===== config.mk =====
export PLATFORM = sky130hd
export DESIGN_NAME = fft_result_reader
export DESIGN_NICKNAME = d
export VERILOG_FILES = /design/src/rtl/fft_result_reader.sv
export SDC_FILE = /design/constraint.sdc
export NUM_CORES = 1
export LEC_CHECK = 0
export CORE_MARGIN = 2
export CORE_UTILIZATION = 25
export CTS_CLUSTER_DIAMETER = 120
export DETAILED_ROUTE_END_ITERATION = 10
export PLACE_DENSITY_LB_ADDON = 0.15
export SLEW_MARGIN = 10
export SYNTH_ARGS = -nofsm -noshare
export SYNTH_HDL_FRONTEND = slang
export SYNTH_SLANG_ARGS = --single-unit

===== constraint.sdc =====
create_clock -name clk -period 5.03 [get_ports clk]
set_input_delay 0.503 -clock clk [delete_from_list [all_inputs] [get_ports clk]]
set_output_delay 0.503 -clock clk [all_outputs]
set_load 0.02 [all_outputs]

===== src/rtl/fft_result_reader.sv =====
// fft_result_reader: streams the final FFT results out of the ping-pong SRAM.
// On a rising edge of i_fft_done it captures the point count and the result
// bank, then issues N SRAM reads. The returned words are buffered in a
// 2-entry FIFO that feeds a valid/ready output port.
// Optional build macro FFT_READER_BITREV_EN: the read address is the index
// bit-reversed over log2(N) bits, so results leave in natural order. Without
// it, the address equals the index and results leave in raw SRAM order.
module fft_result_reader #(
  parameter int DATA_W = 32,
  parameter int ADDR_W = 10
) (
  input  logic              clk,
  input  logic              i_resetn,
  input  logic [2:0]        i_point_configuration,
  input  logic              i_fft_done,
  input  logic              i_sram_read_register,
  output logic              o_sram_rd_en,
  output logic              o_sram_rd_bank,
  output logic [ADDR_W-1:0] o_sram_rd_addr,
  input  logic [DATA_W-1:0] i_sram_rd_data,
  output logic [DATA_W-1:0] o_data,
  output logic              o_data_valid,
  input  logic              i_data_ready,
  output logic              o_data_last,
  output logic              o_busy,
  output logic              o_read_done
);

  typedef enum logic [1:0] {IDLE, READ, DRAIN, DONE} state_t;

  localparam logic [ADDR_W:0]   EIGHT = (ADDR_W+1)'(8);
  localparam logic [ADDR_W-1:0] ONE_A = ADDR_W'(1);

  state_t state, state_nxt;

  logic              fft_done_q;
  logic              armed;
  logic              start;
  logic [2:0]        cfg_q;
  logic              bank_q;
  logic [ADDR_W-1:0] idx;
  logic [ADDR_W:0]   n_pts;
  logic [ADDR_W-1:0] last_idx;
  logic [ADDR_W-1:0] addr_map;
  logic              rd_en;
  logic              pop;
  logic              push;
  logic [2:0]        occupancy;

  // Read in flight: SRAM data for it arrives on the following cycle
  logic              vld_p1;
  logic              last_p1;

  // Output FIFO
  logic [DATA_W-1:0] fifo_data [2];
  logic              fifo_last [2];
  logic              wr_ptr;
  logic              rd_ptr;
  logic [1:0]        fifo_count;

`ifdef FFT_READER_BITREV_EN
  function automatic logic [ADDR_W-1:0] bit_reverse(input logic [ADDR_W-1:0] idx_in,
                                                    input logic [2:0]        cfg);
    logic [ADDR_W-1:0] rev;
    rev = {<<{idx_in}};
    // Full-width reversal parks the result in the top bits; shift it down to log2(N) bits.
    return rev >> (ADDR_W - 3 - int'(cfg));
  endfunction
`endif

  // armed stays low for the first cycle after reset so a level already high
  // at reset release is absorbed into fft_done_q instead of looking like an edge.
  assign start    = armed && i_fft_done && !fft_done_q;
  assign n_pts    = EIGHT << cfg_q;
  assign last_idx = n_pts[ADDR_W-1:0] - ONE_A;

`ifdef FFT_READER_BITREV_EN
  assign addr_map = bit_reverse(idx, cfg_q);
`else
  assign addr_map = idx;
`endif

  // A word leaving the FIFO this cycle frees its slot, which keeps 1 word/cycle.
  assign o_data_valid = (fifo_count != 2'd0);
  assign pop          = o_data_valid && i_data_ready;
  assign push         = vld_p1;
  assign occupancy    = {1'b0, fifo_count} + {2'b00, vld_p1} - {2'b00, pop};
  assign rd_en        = (state == READ) && (occupancy < 3'd2);

  assign o_sram_rd_en   = rd_en;
  assign o_sram_rd_bank = rd_en && bank_q;
  assign o_sram_rd_addr = rd_en ? addr_map : '0;
  assign o_data         = o_data_valid ? fifo_data[rd_ptr] : '0;
  assign o_data_last    = o_data_valid && fifo_last[rd_ptr];

  // Edge detector for i_fft_done plus the post-reset arming flag
  always_ff @(posedge clk or negedge i_resetn) begin
    if (!i_resetn) begin
      fft_done_q <= 1'b0;
      armed      <= 1'b0;
    end else begin
      fft_done_q <= i_fft_done;
      armed      <= 1'b1;
    end
  end

  // State register
  always_ff @(posedge clk or negedge i_resetn) begin
    if (!i_resetn) state <= IDLE;
    else           state <= state_nxt;
  end

  // Next-state decode and status outputs
  always_comb begin
    state_nxt   = state;
    o_busy      = 1'b0;
    o_read_done = 1'b0;
    case (state)
      IDLE: begin
        if (start) state_nxt = READ;
      end
      READ: begin
        o_busy = 1'b1;
        if (rd_en && (idx == last_idx)) state_nxt = DRAIN;
      end
      DRAIN: begin
        o_busy = 1'b1;
        if (pop && o_data_last) state_nxt = DONE;
      end
      DONE: begin
        o_read_done = 1'b1;
        if (!i_fft_done) state_nxt = IDLE;
      end
      default: state_nxt = IDLE;
    endcase
  end

  // Capture configuration at stream start and advance the read index per issued read
  always_ff @(posedge clk or negedge i_resetn) begin
    if (!i_resetn) begin
      cfg_q  <= 3'd0;
      bank_q <= 1'b0;
      idx    <= '0;
    end else if ((state == IDLE) && start) begin
      cfg_q  <= i_point_configuration;
      bank_q <= i_sram_read_register;
      idx    <= '0;
    end else if (rd_en) begin
      idx <= idx + ONE_A;
    end
  end

  // In-flight valid; cleared by reset so data returning for an aborted read is dropped
  always_ff @(posedge clk or negedge i_resetn) begin
    if (!i_resetn) vld_p1 <= 1'b0;
    else           vld_p1 <= rd_en;
  end

  // In-flight last marker travels with vld_p1
  always_ff @(posedge clk) begin
    last_p1 <= rd_en && (idx == last_idx);
  end

  // FIFO pointers and occupancy
  always_ff @(posedge clk or negedge i_resetn) begin
    if (!i_resetn) begin
      wr_ptr     <= 1'b0;
      rd_ptr     <= 1'b0;
      fifo_count <= 2'd0;
    end else begin
      if (push) wr_ptr <= ~wr_ptr;
      if (pop)  rd_ptr <= ~rd_ptr;
      case ({push, pop})
        2'b10:   fifo_count <= fifo_count + 2'd1;
        2'b01:   fifo_count <= fifo_count - 2'd1;
        default: fifo_count <= fifo_count;
      endcase
    end
  end

  // FIFO storage, written when the SRAM word for the in-flight read returns
  always_ff @(posedge clk) begin
    if (push) begin
      fifo_data[wr_ptr] <= i_sram_rd_data;
      fifo_last[wr_ptr] <= last_p1;
    end
  end

endmodule


Yosys cells after proc, flatten, opt, wreduce, memory -nomap -nowiden --
Memory sizes are Yosys's and may differ from the RTL's. Cells that the tools add are included. Widths: inputs -> output; s select.
Storage, ports and cells: word-level logic and storage cells 63, register bits after elaboration 24, RAM bits 66, bits of input ports 40, memories kept 2, ROM bits 0, bits in latches 0
Memory list:
- fifo_data | depth 2, width 32, rd ports 1, clocked after Yosys merged registers in 0, write ports 1, line 55 | logic [DATA_W-1:0] fifo_data [2];
- fifo_last | depth 2, width 1, rd ports 1, clocked after Yosys merged registers in 0, write ports 1, line 56 | logic fifo_last [2];
Operators by class: shift-type cells 1, $mul 0, bitwise operators 2, $add $sub $neg 6, reduce and logical (&&, ||, !) cells 16, divide/modulo/power cells 0, multiplexer cells 14, equal/unequal tests 10, magnitude comparators 1
Operator list (number):
- $mux 32 | 1
- $mux 10 | 3
- $add 10x1->10 const B | 1
- $eq 10x10->1 | 1
- $shl 4x3->10 const A | 1
- $sub 10x1->10 const B | 1
- $logic_and 1x1->1 | 9
- $mux 2 | 4
- $pmux 2 s4 | 1
- $eq 2x2->1 const B | 3
- $ne 2x2->1 const B | 3
- $reduce_bool 2->1 | 3
- $eq 2x1->1 const B | 2
- $mux 1 | 4
- $pmux 2 s2 | 1
- $reduce_and 4->1 | 1
- $add 2x1->3 | 1
- $lt 3x2->1 const B | 1
- $sub 3x1->3 | 1
- $add 2x1->2 const B | 1
- $logic_not 2->1 | 1
- $ne 2x1->1 const B | 1
- $not 1->1 | 2
- $reduce_or 2->1 | 1
- 2 further kinds | 2

Logic depth before layout (Yosys ltp) --
word-level depth 8, gate-level depth with buffers 13

Least setup slack after synthesis --
No wires, ideal clock.
path kind register to output, start register fifo_count[1], end output port o_sram_rd_addr[0], stages on the path, launching flop included 12, required time 4.527 ns, slack 1.371 ns, data arrival time 3.156 ns, cell sequence dfrtp_1 > nor2_1 > inv_1 > and2_1 > ha_1 > nand2b_1 > fa_1 > xnor2_1 > and3_2 > clkbuf_1 > clkbuf_1 > and2_1
On the way: word-level cells in the longest chain between the ends 6
RTL lines:
- start, declared | line 59 | logic [1:0] fifo_count;
- start signal, assigned | line 174 | 2'b10: fifo_count <= fifo_count + 2'd1;
- start signal, assigned | line 175 | 2'b01: fifo_count <= fifo_count - 2'd1;
- start signal, assigned | line 176 | default: fifo_count <= fifo_count;
- $reduce_bool 2->1 | line 84 | assign o_data_valid = (fifo_count != 2'd0);
- via o_data_valid | line 22 | output logic o_data_valid,
- $logic_and 1x1->1 | line 85 | assign pop = o_data_valid && i_data_ready;
- via pop | line 46 | logic pop;
- $sub 3x1->3 | line 87 | assign occupancy = {1'b0, fifo_count} + {2'b00, vld_p1} - {2'b00, pop};
- $lt 3x2->1 | line 88 | assign rd_en = (state == READ) && (occupancy < 3'd2);
- $logic_and 1x1->1 | line 88
- via o_sram_rd_en | line 17 | output logic o_sram_rd_en,
- $mux 10 | line 92 | assign o_sram_rd_addr = rd_en ? addr_map : '0;
- end, declared | line 19 | output logic [ADDR_W-1:0] o_sram_rd_addr,
The timed path passes the listed nets, and every way through them passes these cells.

Final worst setup path --
start register fifo_count[0], end output port o_sram_rd_addr[6]
On the way: word-level cells in the longest chain between the ends 6
RTL lines (line):
- $reduce_bool 2->1 | 84
- $logic_and 1x1->1 | 85
- via pop | 46
- $sub 3x1->3 | 87
- $lt 3x2->1 | 88
- $logic_and 1x1->1 | 88
- $mux 10 | 92
The timed path passes the listed nets, and every way through them passes these cells.

==> metrics <==
Post-Synth Adder-Cell Area 3.012%; design area 0.005348 mm²; H-tree lvl count 3; Slew Limit Fails 0; Hold Fails Final Rpt 0; Least-Margin Pin Slew 1.079 ns; fmax 258.7 MHz; post-route minimum period 3.866 ns; flip-flop and latch count after synthesis 90; Worst Skew 0.006131 ns; commonest non-fill, non-tap cell in the layout clkdlybuf4s50_1; syn_nets 336; Vias/cell 4.123; data arrival time of the critical path 3.36 ns; initial antenna violation count 0; ant diodes 0; drt initial violations 86; worst IR drop on VDD 155.5 µV; total gr overflow 0; clock sink count 90; crit path max-delay cell type clkdlybuf4s50_1; later-pin clock latency in the skew report 0.34 ns; dpl cells 576; post-CTS setup buffer count 0; leak pwr 1.994 nW; Reg-to-Reg Start fifo_count[0]; Global Route Usage Sum 10.64%; die area 0.01698 mm²; wire per inst 14.28 µm; count of different cell masters after synthesis 46; CTS buffer count 9; Setup crit start kind flop; setup slack after layout 1.164 ns; xor/xnor share of the synthesized area 4.173%; Worst Path Class, Setup flop to output pin; multiplexer area fraction after synthesis 10.29%; Port Buf Inserts 87; # hold bufs at CTS 0; post-place setup slack 1.183 ns; pin count of the biggest net entering global routing 35; crit end category output pin; Reg2Reg Depth 12; status finished, final reports clean; post-synthesis compound-gate area fraction 4.016%; Final Wtd Congestion 0.7135; vias in the first global route 2,514; Buf/Inv on CP 2; RSZ-0062 raised after global routing false; placeable core area 0.01571 mm²; Die Height 130.3 µm; Synth async-reset ratio 25.56%; Worst slew margin 28.07%; DR DRC count 0; area grow syn2layout 34.11%; die width 130.3 µm; # nets final 420; Fin Setup TNS 0 ns; hold crit path type input port to asynchronous set/reset pin; row cnt 46; CTS tree done; most frequent cells in the layout clkdlybuf4s50_1 (86), edfxtp_1 (66), nor2_1 (45); period utilization 76.86%; Final setup viols 0; synthesized area per cell 13.89 µm²; power after layout 3.079 mW; top_reg_cell synth edfxtp_1; Pre-antenna DRT Iters 4; cells along the critical path nor2_2, inv_1, and2_1, ha_1, nand2b_1, fa_1, xnor2_1, and3_2, and2_1, clkdlybuf4s50_1; largest family of logic cells by synthesized area simple AND/OR/NAND/NOR gates; crit path max fanout 21; Placed Area 0.005070 mm²; Mapped Cells 287; Resized cells post-CTS 0; YS warnings 0; global-route wire length before repair 13,480 µm; Starting Density 25.38%; Final HPWL DP 5309 µm; clock root buffer clkbuf_16; sequential element share of the synthesized area 64.64%; Pwr per Cell Area 575.7 mW/mm²; Via Count 2,441; clock transition at the registers of the reported paths 0.06 ns; num ports 88; setup slack, reg-to-reg 1.67 ns; Worst Path Required 4.53 ns; Netlist Area Pre-Place 0.003988 mm²; most frequent cell on the critical path and2_1; CP max stage delay 0.60 ns; Routed Antenna Nets 0; layout cell share with drive strength beyond 1 9.574%; Crit path max-delay family simple AND/OR/NAND/NOR gates; Final Non-Filler Cells 592; capture point of the worst reg-to-reg path state[1]; MaxCap Viol Count 0; Post-synth EDFFs 66; clock tree buffer depth 2; Post-Synth Simple-Gate Area 11.04%; Routed WL 8454 µm
==> through the flow <==
step / utilization (%) / hold slack [ns]
5_1_grt: 34.03 / 0.1960
2_1_floorplan: - / 0.2074
3_5_place_dp: 32.27 / 0.4125
4_1_cts: 34.07 / 0.4284
6_report: 34.03 / 0.1542
3_3_place_gp: 32.27 / 0.4237
==> power by group <==
group | internal [mW] | total, mW | leakage, nW | switching, mW
registers | 0.957 | 1.15 | 0.895 | 0.189
logic | 0.638 | 1.28 | 0.965 | 0.643
clock network | 0.385 | 0.652 | 0.134 | 0.267
total | 1.98 | 3.08 | 1.99 | 1.10
==> cell type report <==
type	instances	area, µm²
Tap cell	216	270.3
Clock inverter	3	42.54
Clock buffer	13	240.2
Timing Repair Buffer	89	880.8
Fill cell	1571	10360
Sequential cell	90	2579
Multi-Input combinational cell	175	1313
Inverter	6	22.52
==> metal layers <==
metal / wire length (µm) / share of wire, % / GRT usage (%) / up-vias
li1: - / - / - / 1183
met2: 3842 / 45 / 16.88 / 67
met5: 0 / 0 / 0 / -
met3: 452 / 5.3 / 2.542 / 13
met4: 201 / 2.4 / 5.629 / 0
met1: 3957 / 47 / 13.50 / 1178
==> Yosys cell counts (2+ instances only) <==
library cell / n / area [µm²]
xor2_1: 12 / 105.1
buf_4: 2 / 15.01
or3_1: 2 / 12.51
nor3b_1: 2 / 15.01
mux2i_1: 35 / 350.3
nor2_1: 47 / 176.4
xnor2_1: 7 / 61.31
nand2_1: 8 / 30.03
ha_1: 8 / 100.1
and2_2: 2 / 15.01
edfxtp_1: 66 / 1982
inv_1: 6 / 22.52
dfrtp_1: 23 / 575.6
clkbuf_1: 10 / 37.54
and2_1: 12 / 75.07
nand3_1: 7 / 35.03
mux2_2: 4 / 45.04
and3_2: 2 / 15.01
o21ai_0: 3 / 15.01
a2111oi_4: 2 / 55.05
a31oi_1: 2 / 12.51
==> worst reg2reg max path, delay by kind of cell, from the launching register on <==
| family | cells | cell delay (ns) |
|---|---|---|
| compound gates | 2 | 0.48 |
| xor+xnor | 1 | 0.13 |
| fa+ha+maj | 2 | 0.67 |
| buf+inv | 1 | 0.06 |
| flops | 1 | 0.43 |
| mux | 1 | 0.32 |
| simple gates | 5 | 1.14 |
==> registers in the layout, summed over array words and instances, names as in the netlist, 2 cells and up <==
| name | cells |
|---|---|
| addr_map | 10 |
| cfg_q | 3 |
| fifo_count | 2 |
| fifo_data | 64 |
| fifo_last | 2 |
| state | 2 |
==> logic make-up (layout without fill, tap and decap cells) <==
logic type               after synthesis  in the layout
AND/OR/NAND/NOR                       91             91
flip-flops                            90             90
multiplexers                          40             40
buffers and inverters                 22            111
XOR/XNOR                              19             19
AO/OA/AOI/OAI                         15             15
adder cells (fa/ha/maj)                9              9
other                                  1              1
==> how the worst max path moves through the flow <==
stage	start	end	slack, ns	depth (start not counted)
final	fifo_count[0]	o_sram_rd_addr[6]	1.16	10
after global routing	fifo_count[1]	o_sram_rd_addr[3]	0.94	10
after CTS	fifo_count[1]	o_sram_rd_addr[3]	1.10	10
after detailed placement	i_data_ready	o_sram_rd_addr[3]	1.18	9
after global placement	i_data_ready	o_sram_rd_addr[3]	1.23	9
after floorplan	fifo_count[1]	o_sram_rd_addr[0]	1.37	11
No activity file was read; power rests on OpenSTA's default activity.
==> RTL change 1 (same flow settings) <==
Set the parameter `ADDR_W` to 11 (it was 10).
--- a/src/rtl/fft_result_reader.sv
+++ b/src/rtl/fft_result_reader.sv
@@ -8,5 +8,5 @@
 module fft_result_reader #(
   parameter int DATA_W = 32,
-  parameter int ADDR_W = 10
+  parameter int ADDR_W = 11
 ) (
   input  logic              clk,
Interface: changed (resized o_sram_rd_addr); port bits go from 88 to 89. The function was not compared with the original's and may differ.
==> RTL change 1 against the original RTL <==
Routed wire length grew 3.0%. Global-route usage grew 0.098 points. Fmax shrank 4.5%. Design area grew 1.5%. Worst setup slack lost 0.18 ns. Largest cell class unchanged. Via count grew 2.8%. Sequential power shrank 3%. Synthesized area grew 1.1%. Total power shrank 2.9%. First-iteration DRC count grew 45%. Sequential cell count grew 1.
==> RTL change 1: results (changes against the original RTL) <==
| Metric | Value |
|---|---|
| Cell Pwr Density | `551 mW/mm2 (-4.3%)` |
| Total GRT Usage | `10.7% (+0.098 points)` |
| RR Startpoint | `fifo_count[1]$_DFFE_PN0P_` |
| Number of fill cells in the layout | `1567 (-0.25%)` |
| IO buf count | `88 (+1.1%)` |
| Worst vdd ir | `0.000176 V (+13%)` |
| Via/cell ratio | `4.17 (+1.1%)` |
| Syn nets | `342 (+1.8%)` |
| Placed Cells | `586 (+1.7%)` |
| Leak | `0.00205 uW (+2.6%)` |
| GPL Wtd Cong | `0.723 (+1.4%)` |
| Slowest stage cell on the critical path | `clkdlybuf4s50_1` |
| Area post-placement | `0.00515 mm2 (+1.6%)` |
| Clock transition at path regs | `0.06 ns (about the same)` |
| Distinct cells, synth | `45 (-2.2%)` |
| Crit path capture | `o_sram_rd_addr[10]` |
| Cell count of the worst reg-to-reg path | `11 (-1)` |
| First-pass GRT wire length | `13700 um (+1.4%)` |
| Final Skew | `0.00559 ns (-0.000545 ns)` |
| Max reg flops | `64 (unchanged)` |
| Outcome | `completed` |
| Gate Count Post-Synth | `294 (+2.4%)` |
| Seq/Total Area, Yosys | `64.5% (-0.10 points)` |
| Dpl hpwl | `5580 um (+5.1%)` |
| Critical Path Fanout Max | `15 (-29%)` |
| Vias in the first global route | `2584 (+2.8%)` |
| Worst min path class | `reg2reg` |
| FFs w/ async S/R, synth | `26.4% (+0.82 points)` |
| Vias | `2510 (+2.8%)` |
| Power share of the clock group | `21.2% (about the same)` |
| Worst reg2reg path endpoint | `state[1]$_DFFE_PN0P_` |
| Max transition margin | `26.4% (-1.7 points)` |
| Drt initial violations | `125 (+45%)` |
| Pre-CTS worst setup slack | `1.05 ns (-0.135 ns)` |
| Setup slack after layout | `0.983 ns (-0.182 ns)` |
| Synth top cells by count | `edfxtp_1 (66), nor2_1 (52), mux2i_1 (34), dfrtp_1 (24), and2_1 (14)` |
| Worst path arrival time | `3.54 ns (+0.18 ns)` |
| P_int | `1870 uW (-5.3%)` |
| Flop2flop setup slack | `1.64 ns (-0.03 ns)` |
| Share of layout cells above drive strength 1 | `8.29% (-1.3 points)` |
| Hold WS | `0.434 ns (+0.279 ns)` |
==> RTL change 1: cell count changes after synthesis, moves of 5 or more <==
cell / before / now
nand4_1: 1 / 6
nor2_1: 47 / 52
nand3_1: 7 / 2
nand2_1: 8 / 1
==> RTL change 1: area by class of cell <==
type | count | area [um2] | share of cell area, %
multi-input combinational | 180 | 1340 | 24.7
inverter | 8 | 30.0 | 0.553
timing repair buffer | 91 | 903 | 16.6
sequential | 91 | 2600 | 48.0
clock inverter | 6 | 48.8 | 0.899
tap | 216 | 270 | 4.98
clock buffer | 10 | 229 | 4.22
==> RTL change 1: cell families after synthesis <==
family	Yosys count	share of synthesized area (%)
flops	91	64.5
mux	38	9.56
simple gates	96	12.0
buf+inv	23	2.48
xor+xnor	18	3.91
fa+ha+maj	8	2.67
compound gates	19	4.75
other cells	1	0.0930
==> RTL change 1: per-layer routing <==
metal | global-route usage [%] | wire length [um]
met4 | 4.51 | 156
met3 | 3.09 | 447
met2 | 18.1 | 4190
met5 | 0 | 0
met1 | 12.8 | 3910
==> RTL change 2 (same flow settings) <==
Made on the original files. Re-encode `state_t` (4 states) as one-hot, 4 bits wide.
--- a/src/rtl/fft_result_reader.sv
+++ b/src/rtl/fft_result_reader.sv
@@ -27,5 +27,5 @@
 );
 
-  typedef enum logic [1:0] {IDLE, READ, DRAIN, DONE} state_t;
+  typedef enum logic [3:0] {IDLE = 4'b0001, READ = 4'b0010, DRAIN = 4'b0100, DONE = 4'b1000} state_t;
 
   localparam logic [ADDR_W:0]   EIGHT = (ADDR_W+1)'(8);
Behaviour: same outputs for any inputs over 10 cycles, from zero or initial values and one cycle with i_resetn low; not proved beyond that.
==> RTL change 2 against the original RTL <==
Sequential cell count rose by 2. Total power fell by 19%. Routed wire length rose by 4.5%. Sequential power fell by 17%. Non-clock buffer count rose by 1. Synthesized area rose by 1.8%. Count of clock-buffer cells in the layout fell by 1. Design area rose by 2.0%. Hold slack improved by 0.28 ns. Critical path depth rose by 1. Worst setup slack got worse by 0.077 ns.
==> RTL change 2: results (changes against the original RTL) <==
| Metric | Value |
|---|---|
| Syn nets | `348 (+3.6%)` |
| Inserted Diodes | `0 (unchanged)` |
| Post_cts resized | `0 (unchanged)` |
| Setup Fix Bufs, Post-CTS | `0 (unchanged)` |
| Worst-Margin Slew | `1.08 ns (-0.00335 ns)` |
| Root Driver | `clkbuf_16` |
| Synth area leaders | `edfxtp_1 (49%), dfrtp_1 (15%), mux2i_1 (8.4%)` |
| Max reg flops | `64 (unchanged)` |
| Worst min path class | `reg2reg` |
| Synth Area per Inst | `13.4 um2 (-3.6%)` |
| Share of layout cells above drive strength 1 | `8.14% (-1.4 points)` |
| P_int | `1700 uW (-14%)` |
| Vias | `2565 (+5.1%)` |
| Largest net degree at the start of global routing | `35 (unchanged)` |
| Via/cell ratio | `4.21 (+2.1%)` |
| FFs w/ async S/R, synth | `27.2% (+1.6 points)` |
| Placed Cells | `593 (+3.0%)` |
| GPL Wtd Cong | `0.766 (+7.3%)` |
| Synth top cells by count | `edfxtp_1 (66), nor2_1 (51), mux2i_1 (34), dfrtp_1 (24), and2_1 (13)` |
| Final Net Count | `433 (+3.1%)` |
| Biggest register | `fifo_data` |
| H-Tree Depth | `3 (unchanged)` |
| Seq/Total Area, Yosys | `64.8% (+0.13 points)` |
| Total GRT Usage | `10.6% (about the same)` |
| Number of fill cells in the layout | `1607 (+2.3%)` |
| Worst vdd ir | `0.000199 V (+28%)` |
| Total Wirelength | `8840 um (+4.5%)` |
| Critical Path Fanout Max | `24 (+14%)` |
| Drt initial violations | `147 (+71%)` |
| Outcome | `completed` |
| First-pass GRT wire length | `14100 um (+4.7%)` |
| Leak | `0.00203 uW (+1.6%)` |
| Worst path arrival time | `3.44 ns (+0.08 ns)` |
| Initial antenna violation count | `0 (unchanged)` |
| Dpl hpwl | `5580 um (+5.0%)` |
| Final Skew | `0.00474 ns (-0.00139 ns)` |
[RTL change 2: changes by cell type after synthesis, moves of 3 or more]
cell      unedited run  this run
o21a_1               0         3
nor2_1              47        51
nand2b_1             1         5
nand3_1              7         4
o21ai_0              3         6
buf_2                0         5
and3_1               1         4
clkbuf_1            10         6
ha_1                 8         4
nand3b_1             1         4
[RTL change 2: per-stage QoR]
step                setup slack [ns]  utilization [%]  instance area, um2
floorplan                       1.51                -                4060
detailed placement              1.12             32.4                5140
global placement                1.20             32.4                5140
global route                   0.874             34.3                5460
finish                          1.09             34.3                5460
CTS                             1.03             34.3                5460
[RTL change 2: power groups by stage]
stage                     registers [uW]  logic [uW]  clock network [uW]
final                                957         815                 712
after global routing                 971         876                 781
after CTS                            961         830                 742
after detailed placement             977         828                   0
after global placement               977         823                   0
after floorplan                      880         546                   0
[RTL change 2: final timing paths]
check	start	to	slack [ns]	cells after the start
worst max register to register	fifo_count[1]$_DFFE_PN0P_	state[2]$_DFFE_PN0P_	2.06	12
min in group asynchronous	i_resetn	addr_map[1]$_DFFE_PN0P_	0.54	2
worst min-delay path	last_p1$_DFF_P_	fifo_last[1]$_DFFE_PP_	0.44	0
worst min register to register	last_p1$_DFF_P_	fifo_last[1]$_DFFE_PP_	0.44	0
worst max-delay path	fifo_count[1]$_DFFE_PN0P_	o_sram_rd_addr[3]	1.09	11
max in group asynchronous	i_resetn	state[0]$_DFFE_PN1P_	4.19	2
[RTL change 2: area by class of cell]
class | count | share of cell area (%)
multi-input cells | 190 | 24.4
inverters | 5 | 0.344
clock inverters | 4 | 1.38
well taps | 216 | 4.95
flip-flops and latches | 92 | 48.2
clock buffers | 12 | 4.33
repair buffers | 90 | 16.4
[RTL change 2: cells by family after synthesis]
group,count (synthesis),synth area share (%)
compound gates,19,3.36
xor+xnor,19,4.10
fa+ha+maj,5,1.73
buf+inv,21,2.68
flops,92,64.8
mux,38,9.49
other cells,1,0.0924
simple gates,108,13.8
[RTL change 2: routing by layer]
metal	part of all wire, %	track usage [%]	wire length [um]
met3	4.8	3.24	428
met4	1.3	4.17	118
met2	48	16.8	4210
met1	46	13.6	4090
met5	0	0	0
[RTL change 2: critical path, cell delays in order, from the launching register on]
cell	delay, ns
dfrtp_1	0.45
nor2_2	0.13
inv_1	0.07
and2_1	0.21
ha_1	0.30
nand2b_1	0.15
fa_1	0.38
xnor2_1	0.15
and4_1	0.21
buf_4	0.26
and2_1	0.18
clkdlybuf4s50_1	0.61
